[config.mk]
export PLATFORM = sky130hd
export DESIGN_NAME = mole_hit_scorer
export DESIGN_NICKNAME = d
export VERILOG_FILES = /design/src/rtl/whac_pkg.sv /design/src/rtl/mole_hit_scorer_sync_edge_detect.sv /design/src/rtl/mole_hit_scorer.sv
export SDC_FILE = /design/constraint.sdc
export NUM_CORES = 1
export LEC_CHECK = 0
export CORE_ASPECT_RATIO = 0.75
export CORE_MARGIN = 4
export CORE_UTILIZATION = 37
export CTS_BUF_LIST = sky130_fd_sc_hd__clkbuf_8
export CTS_CLUSTER_DIAMETER = 200
export DETAILED_ROUTE_END_ITERATION = 10
export MAX_ROUTING_LAYER = met4
export SLEW_MARGIN = 20
export SYNTH_ARGS = -nofsm -noshare
export SYNTH_HDL_FRONTEND = slang
export SYNTH_SLANG_ARGS = --single-unit
[constraint.sdc]
create_clock -name clk -period 5.5 [get_ports clk]
set_clock_uncertainty 0.2 [all_clocks]
set_input_delay 1.1 -clock clk [delete_from_list [all_inputs] [get_ports clk]]
set_output_delay 1.1 -clock clk [all_outputs]
set_load 0.005 [all_outputs]
[src/rtl/whac_pkg.sv]
// whac_pkg: shared game constants, state/vector types and popcount helper.
package whac_pkg;
  localparam int N_HOLES   = 18;
  localparam int ROUNDS    = 30;
  localparam int SCORE_MAX = 999;
  localparam int PC_W      = $clog2(N_HOLES + 1);
  typedef enum logic [1:0] {IDLE, PLAY, OVER} game_state_t;
  typedef logic [N_HOLES-1:0] hole_vec_t;
  function automatic logic [PC_W-1:0] popcount(hole_vec_t v);
    logic [PC_W-1:0] c;
    c = '0;
    for (int i = 0; i < N_HOLES; i++) c = c + PC_W'(v[i]);
    return c;
  endfunction
endpackage

[src/rtl/mole_hit_scorer_sync_edge_detect.sv]
// sync_edge_detect: two-flop synchroniser plus prev flop, reporting toggles and rising edges.
module sync_edge_detect #(
  parameter int WIDTH = 1
) (
  input  logic             clk,
  input  logic             rst,
  input  logic [WIDTH-1:0] d_i,
  output logic [WIDTH-1:0] toggle_o,
  output logic [WIDTH-1:0] rise_o
);
  logic [WIDTH-1:0] s1_q, s2_q, prev_q;
  always_ff @(posedge clk or posedge rst)
    if (rst) begin
      s1_q   <= '0;
      s2_q   <= '0;
      prev_q <= '0;
    end else begin
      s1_q   <= d_i;
      s2_q   <= s1_q;
      prev_q <= s2_q;
    end
  assign toggle_o = s2_q ^ prev_q;
  assign rise_o   = s2_q & ~prev_q;
endmodule

[src/rtl/mole_hit_scorer.sv]
// mole_hit_scorer: latches mole waves, scores switch whacks and runs the IDLE/PLAY/OVER game.
module mole_hit_scorer
  import whac_pkg::*;
#(
  parameter int ROUNDS    = whac_pkg::ROUNDS,
  parameter int SCORE_W   = 10,
  parameter int SCORE_MAX = whac_pkg::SCORE_MAX,
  parameter int MISS_W    = 8,
  localparam int RC_W     = $clog2(ROUNDS + 1)
) (
  input  logic               clk,
  input  logic               rst,
  input  logic               start,
  input  logic               mole_clk,
  input  hole_vec_t          mole_positions,
  input  hole_vec_t          switches,
  output hole_vec_t          active_moles,
  output logic [SCORE_W-1:0] score,
  output logic [MISS_W-1:0]  misses,
  output logic [RC_W-1:0]    round_count,
  output logic               hit_pulse,
  output logic               miss_pulse,
  output logic               playing,
  output logic               game_over
);
  game_state_t        state_q, state_d;
  hole_vec_t          active_q, active_d, whack, hits, empty, sw_rise;
  logic [SCORE_W-1:0] score_q, score_d;
  logic [MISS_W-1:0]  misses_q, misses_d;
  logic [RC_W-1:0]    round_q, round_d, round_inc;
  logic               hit_q, hit_d, miss_q, miss_d;
  logic [0:0]         mc_toggle, mc_rise;
  logic [SCORE_W:0]   score_sum;
  logic [MISS_W:0]    miss_sum;
  logic               last_wave, unused_sig;
  sync_edge_detect #(.WIDTH(N_HOLES)) u_sw_sync (
    .clk(clk), .rst(rst), .d_i(switches), .toggle_o(whack), .rise_o(sw_rise)
  );
  sync_edge_detect #(.WIDTH(1)) u_mc_sync (
    .clk(clk), .rst(rst), .d_i(mole_clk), .toggle_o(mc_toggle), .rise_o(mc_rise)
  );
  assign unused_sig = ^{sw_rise, mc_toggle};
  assign hits       = whack & active_q;
  assign empty      = whack & ~active_q;
  assign score_sum  = {1'b0, score_q} + (SCORE_W+1)'(popcount(hits));
  assign miss_sum   = {1'b0, misses_q} + (MISS_W+1)'(popcount(empty));
  assign round_inc  = round_q + RC_W'(1);
  assign last_wave  = round_inc == RC_W'(ROUNDS);
  // Whacks are scored against the pre-wave moles; a wave then overwrites the hit-clear.
  always_comb begin
    state_d  = state_q;
    active_d = active_q;
    score_d  = score_q;
    misses_d = misses_q;
    round_d  = round_q;
    hit_d    = 1'b0;
    miss_d   = 1'b0;
    if (state_q == PLAY) begin
      score_d  = (score_sum > (SCORE_W+1)'(SCORE_MAX)) ? SCORE_W'(SCORE_MAX) : score_sum[SCORE_W-1:0];
      misses_d = miss_sum[MISS_W] ? '1 : miss_sum[MISS_W-1:0];
      hit_d    = |hits;
      miss_d   = |empty;
      active_d = active_q & ~hits;
      if (mc_rise[0]) begin
        round_d  = round_inc;
        active_d = last_wave ? '0 : mole_positions;
        state_d  = last_wave ? OVER : PLAY;
      end
    end else if (start) begin
      state_d  = PLAY;
      active_d = '0;
      score_d  = '0;
      misses_d = '0;
      round_d  = '0;
    end
  end
  always_ff @(posedge clk or posedge rst)
    if (rst) begin
      state_q  <= IDLE;
      active_q <= '0;
      score_q  <= '0;
      misses_q <= '0;
      round_q  <= '0;
      hit_q    <= 1'b0;
      miss_q   <= 1'b0;
    end else begin
      state_q  <= state_d;
      active_q <= active_d;
      score_q  <= score_d;
      misses_q <= misses_d;
      round_q  <= round_d;
      hit_q    <= hit_d;
      miss_q   <= miss_d;
    end
  assign active_moles = active_q;
  assign score        = score_q;
  assign misses       = misses_q;
  assign round_count  = round_q;
  assign hit_pulse    = hit_q;
  assign miss_pulse   = miss_q;
  assign playing      = state_q == PLAY;
  assign game_over    = state_q == OVER;
endmodule

; Word-level counts from Yosys, hierarchy flattened
; Cells that the tools add are included.
[op_classes]
eq_ne = 4
order_cmp = 1
n_reduce_logical = 4
mux = 19
n_bitwise = 8
add_sub_neg = 37
[ops]
columns = operator, count
row1 = 5-bit by 1-bit adder with 5-bit output, 26
row2 = 18-bit two-way mux, 4
row3 = 18-bit AND, 3
row4 = 18-bit inverter, 2
row5 = 18-bit OR reduction, 2
row6 = 10-bit two-way mux, 3
row7 = 8-bit two-way mux, 3
row8 = 18-bit bitwise XOR, 1
row9 = 5-bit two-way mux, 3
row10 = 10-bit by 5-bit adder with 11-bit output, 1
row11 = "11-bit by 10-bit > comparator with 1-bit output, second input constant", 1
row12 = 4-bit by 1-bit adder with 5-bit output, 2
row13 = 8-bit by 5-bit adder with 9-bit output, 1
row14 = 3-bit by 1-bit adder with 4-bit output, 2
row15 = 2-bit two-way mux, 4
row16 = 2-bit by 1-bit adder with 3-bit output, 2
row17 = "5-bit by 1-bit adder with 5-bit output, second input constant", 1
row18 = "5-bit equality test, second input constant", 1
row19 = 1-bit by 1-bit adder with 2-bit output, 2
row20 = "2-bit by 1-bit equality test with 1-bit output, second input constant", 1
row21 = "2-bit equality test, second input constant", 1
row22 = 1-bit two-way mux, 2
row23 = "2-bit by 1-bit != test with 1-bit output, second input constant", 1
row24 = 2-bit AND reduction, 1
row25 = 3 further kinds, 3
[totals]
elab_cells = 86
ff_bits = 102
input_bits = 40
output_inout_bits = 45

; Logic depth before layout (Yosys ltp)
[logic_depth]
word_depth = 23
ltp_mapped = 18
ltp_nobuf = 18

; Modules after synthesis
; Synthesis repeated with hierarchy kept, for this count alone.
[unflattened]
cells_unflattened = 495
area_unflattened_um2 = 5454.0
[by_module_without_submodules]
columns = mod, area_each_um2, n_inst, cells_each
row1 = mole_hit_scorer, 3639.7, 1, 379
row2 = sync_edge_detect at u_sw_sync, 1715.4, 1, 109
row3 = sync_edge_detect at u_mc_sync, 98.8, 1, 7

; Worst setup path after synthesis
; No wires, ideal clock.
[synth_timing]
kind = reg2reg
start = reg u_sw_sync.s2_q[12]
end = reg score_q[2], in the netlist score[2]
required_ps = 5175
setup_slack_ps = -108
stages_incl_launch_ff = 18
arrival_ps = 5284
n_path_buf = 0
cell_sequence = dfrtp_1 -> xnor2_1 -> nand2b_1 -> fa_1 -> inv_1 -> fa_1 -> inv_1 -> fa_1 -> fa_1 -> fa_1 -> fa_1 -> fa_1 -> nand2b_1 -> a21bo_4 -> a2111oi_4 -> a2111oi_4 -> a311oi_1 -> nand2_1
[synth_between]
elab_chain_cells = 12
[synth_rtl]
columns = element, line
row1 = start: declaration, mole_hit_scorer_sync_edge_detect.sv:11  ; logic [WIDTH-1:0] s1_q, s2_q, prev_q;
row2 = start signal: assignment, mole_hit_scorer_sync_edge_detect.sv:19  ; s2_q <= s1_q;
row3 = 18-bit bitwise XOR (*), mole_hit_scorer_sync_edge_detect.sv:22  ; assign toggle_o = s2_q ^ prev_q;
row4 = 18-bit AND (*), mole_hit_scorer.sv:43  ; assign hits = whack & active_q;
row5 = 5-bit by 1-bit adder with 5-bit output (*) (6 in a row), whac_pkg.sv:12  ; for (int i = 0; i < N_HOLES; i++) c = c + PC_W'(v[i]);
row6 = 10-bit by 5-bit adder with 11-bit output (*), mole_hit_scorer.sv:45  ; assign score_sum = {1'b0, score_q} + (SCORE_W+1)'(popcount(hits));
row7 = 11-bit by 10-bit > comparator with 1-bit output, mole_hit_scorer.sv:59  ; score_d = (score_sum > (SCORE_W+1)'(SCORE_MAX)) ? SCORE_W'(SCORE_MAX) : score_sum[SCORE_W-1:0];
row8 = 10-bit two-way mux (*), mole_hit_scorer.sv:59
row9 = 10-bit two-way mux (*), mole_hit_scorer.sv:58  ; if (state_q == PLAY) begin
row10 = end signal: assignment, mole_hit_scorer.sv:89  ; score_q <= score_d;
row11 = end: declaration, mole_hit_scorer.sv:28  ; logic [SCORE_W-1:0] score_q, score_d;
; Every way passes the cells marked *; elsewhere a longest branch is shown, timed or not.
; A chain may end at the register's enable or synchronous reset.

; Worst setup path in the final report
[layout_timing]
start = reg u_sw_sync.prev_q[0]
end = reg score_q[2], in the netlist score[2]
[layout_between]
elab_chain_cells = 23
[layout_rtl]
columns = element, line
row1 = start: declaration, mole_hit_scorer_sync_edge_detect.sv:11
row2 = start signal: assignment, mole_hit_scorer_sync_edge_detect.sv:20  ; prev_q <= s2_q;
row3 = 18-bit bitwise XOR (*), mole_hit_scorer_sync_edge_detect.sv:22
row4 = 18-bit AND (*), mole_hit_scorer.sv:43
row5 = 1-bit by 1-bit adder with 2-bit output (*), whac_pkg.sv:12
row6 = 2-bit by 1-bit adder with 3-bit output (*), whac_pkg.sv:12
row7 = 3-bit by 1-bit adder with 4-bit output (*), whac_pkg.sv:12
row8 = 4-bit by 1-bit adder with 5-bit output (*), whac_pkg.sv:12
row9 = 5-bit by 1-bit adder with 5-bit output (*) (13 in a row), whac_pkg.sv:12
row10 = 10-bit by 5-bit adder with 11-bit output (*), mole_hit_scorer.sv:45
row11 = 11-bit by 10-bit > comparator with 1-bit output, mole_hit_scorer.sv:59
row12 = 10-bit two-way mux (*), mole_hit_scorer.sv:59
row13 = 10-bit two-way mux (*), mole_hit_scorer.sv:58
; Marks and branches as above.

==> results.md <==
* Pwr dens at 579.5 nW/um2
* Hold path depth at 0
* Crit end category: flop
* Tmin final at 5.615 ns
* FF-to-FF setup slack at -0.12 ns
* GR Util All Layers at 17.30%
* Critical path type: reg2reg
* Detail Placement HPWL at 10,320 um
* Post-layout util at 49.55%
* Vias at 4,176
* Compound-Gate Fraction of Synth Area at 15.93%
* Die Ht at 114.0 um
* Post-synthesis adder-cell area fraction at 15.72%
* Drt first-iter violations at 242
* Main synth FF type: dfrtp_1
* CTS tree: done
* Synth Cell Area at 5539 um2
* Critical path arrival at 5.74 ns
* Clk buf depth at 2
* Initial antenna violation count at 0
* Net count after synthesis at 594
* Netlist cell types at 54
* Largest family of logic cells by synthesized area: compound AO/OA/AOI/OAI gates
* Remaining global-route overflow at 0
* Antenna-violating nets left at 0
* Worst-Margin Slew at 0.9501 ns
* GPL Wtd Cong at 0.8477
* Vias per cell at 5.099
* DRC violations left at 0
* Vias in the first global route at 4,274
* Fmax at 0.1781 GHz
* Run status: finished with violations
* Met2 wire length at 6244 um
* CTS Sinks at 102
* HP Class: reg2reg
* Startpoint types: flop
* Area of placed instances at 6798 um2
* Synth top area share at 46.08%
* Largest net degree at the start of global routing at 79
* Asr flop ratio synth at 100.0%
* Sum of negative setup slack at -0.9635 ns
* DIE AREA at 17,010 um2
* First-pass GRT wire length at 22,420 um
* Endpoints failing hold at 0
* Area grow syn2layout at 30.16%
* Final non-filler cell area at 7209 um2
* Port buffer count at 84
* Register bit count reported by yosys at 102
* Root Buffer: clkbuf_8
* WL/cell at 16.77 um
* H-tree levels at 3
* Max Slew Vio Count at 0
* R2R cell count at 16
* CP Data Required Time at 5.62 ns
* RSZ-0062 raised after global routing: true
* Fin nets at 708
* Peak supply drop at 0.0003398 V
* Layout fillers at 1,362
* First-pass detailed-route iteration total at 4
* Synth Instances at 500
* Failing checks: setup timing
* Total I/O pin count at 85
* CP Max Fanout at 4
* Hold buffers post-CTS at 0
* Post-Synth XOR/XNOR Area at 4.585%
* Worst-Skew Late Latency at 0.38 ns
* Synth top area cells: dfrtp_1 (46%), fa_1 (9.4%), ha_1 (6.3%), o21ai_0 (3.0%), nand3b_1 (2.8%)
* Hold_ws at 0.1582 ns
* Met3 Wirelength at 572 um
* Core area at 14,550 um2
* Starting Density at 38.07%
* Cell accounting for the most synthesized area: dfrtp_1
* Maxcap violations at 0
* CTS buffer count at 9
* Syn Area/Cell at 11.08 um2
* Worst reg2reg path endpoint: score[2]
* Simple-gate area share of the yosys netlist at 13.91%
* Rel. slew slack at 36.66%
* Final setup margin at -0.1153 ns
* Hold Crit Endpoint: u_sw_sync.s2_q[15]
* Non-Filler Instances at 819
* Final wirelength at 13,740 um
* Rows at 38
* Final Cycle Share at 102.1%
* Ys Warns at 0
* CTS clock-pin slew for the worst setup and hold paths at 0.12 ns
* # diodes at 0
* Share of cells above drive strength 1 at 14.05%
* Top Layer Used: met4
* Placed Cells at 797
* Proportion of synthesized area in mux cells at 0.1807%
* Final-report setup violation count at 16
* Part of the Yosys area used for sequential elements at 46.08%
* Leak Pwr at 0.003149 uW
* WL met1 at 6880 um
* Die Span X at 149.3 um
* Hold_sp: u_sw_sync.s1_q[15]
* EDFF count, synth at 0
* RR Startpoint: u_sw_sync.prev_q[0]
==> report_power, final <==
| part | switching, uW | internal, uW |
|---|---|---|
| registers | 130 | 892 |
| clock network | 301 | 227 |
| logic | 1240 | 1390 |
==> cell usage after synthesis (all sizes together) (10+ instances only) <==
cell and number:
dfrtp 102, nand3b 21, o21ai 37, nand2b 25
fa 26, xor2 14, inv 30, a22oi 10
xnor2 15, ha 28, a21oi 16, a32oi 10
clkbuf 14, nor2 36, nand2 29
==> cell families (layout without fill, tap and decap cells) <==
logic type / Yosys count / count (layout)
and+or+nand+nor: 144 / 144
AOI/OAI and AO/OA: 121 / 121
DFF: 102 / 102
adders and majority gates: 54 / 54
buffers and inverters: 49 / 168
xor gates and xnor gates: 29 / 29
muxes: 1 / 1
==> worst max-delay path by stage <==
stage                                    from  endpoint  slack, ns  cells after the start
final                     u_sw_sync.prev_q[0]  score[2]      -0.12                     16
after global routing       u_sw_sync.s2_q[12]  score[2]      -0.32                     18
after CTS                  u_sw_sync.s2_q[12]  score[2]      -0.18                     17
after detailed placement    u_sw_sync.s2_q[0]  score[4]      -0.35                     16
after global placement    u_sw_sync.prev_q[0]  score[3]      -0.26                     16
after floorplan            u_sw_sync.s2_q[12]  score[2]     -0.001                     17
==> critical path, stage by stage, from the launching register on <==
cell       delay, ns
dfrtp_1         0.42
xnor2_2         0.24
nor2b_2         0.09
fa_1            0.51
inv_1           0.06
fa_1            0.56
fa_1            0.45
fa_1            0.57
fa_1            0.44
fa_2            0.37
fa_2            0.35
nand2b_4        0.16
a21bo_4         0.24
a21o_1          0.25
a2111oi_4       0.46
a311oi_1        0.09
nand2_1         0.10
==> flip-flops by register name, indices dropped and copies added, names as in the netlist <==
name              cells
hit_pulse             1
u_sw_sync.prev_q     18
u_mc_sync.s1_q        1
u_sw_sync.s1_q       18
active_moles         18
u_mc_sync.prev_q      1
miss_pulse            1
u_mc_sync.s2_q        1
round_count           5
score                10
u_sw_sync.s2_q       18
misses                8
state_q               2
==> metrics by stage <==
| step | worst slack, ns | power [uW] |
|---|---|---|
| detailed placement | -0.3466 | 3578 |
| finish | -0.1153 | 4178 |
| floorplan | -0.001156 | 2813 |
| CTS | -0.1820 | 4171 |
| global route | -0.3240 | 4601 |
| global placement | -0.2559 | 3521 |
==> repair_timing <==
item / CTS / global route
buffers inserted: 6 / 1
endpoints found under the setup margin: 18 / 18
endpoints found under the hold margin: 0 / 0
pin swaps: 18 / 20
resized for setup: 13 / 18
==> routing by layer <==
layer  global-route usage (%)  up-vias
li1                         -     1983
met1                    25.18     2093
met2                    25.46       94
met3                    3.495        6
met4                    3.232        0
met5                        -        -
==> placed cells by master (no fill, tap or decap), drive strengths merged, types with 4 or more instances in the layout <==
master	count
dfrtp	102
clkdlybuf4s50	84
buf	38
o21ai	37
nor2	36
inv	35
nand2	29
ha	28
fa	26
nand2b	25
nand3b	21
a21oi	16
xnor2	15
xor2	14
a22oi	10
a32oi	10
clkbuf	9
a21o	7
nor2b	7
a2bb2oi	6
o21bai	5
nor3	5
nand3	4
==> layout make-up <==
cell class / count / area (um2) / area share (%)
sequential: 102 / 2552 / 35.40
multi-input combinational: 349 / 2937 / 40.73
tap: 200 / 250.2 / 3.471
clock buffer: 9 / 123.9 / 1.718
timing repair buffer: 122 / 1134 / 15.72
inverter: 30 / 115.1 / 1.597
clock inverter: 7 / 97.59 / 1.354
Power figures use the tool's default switching activity.
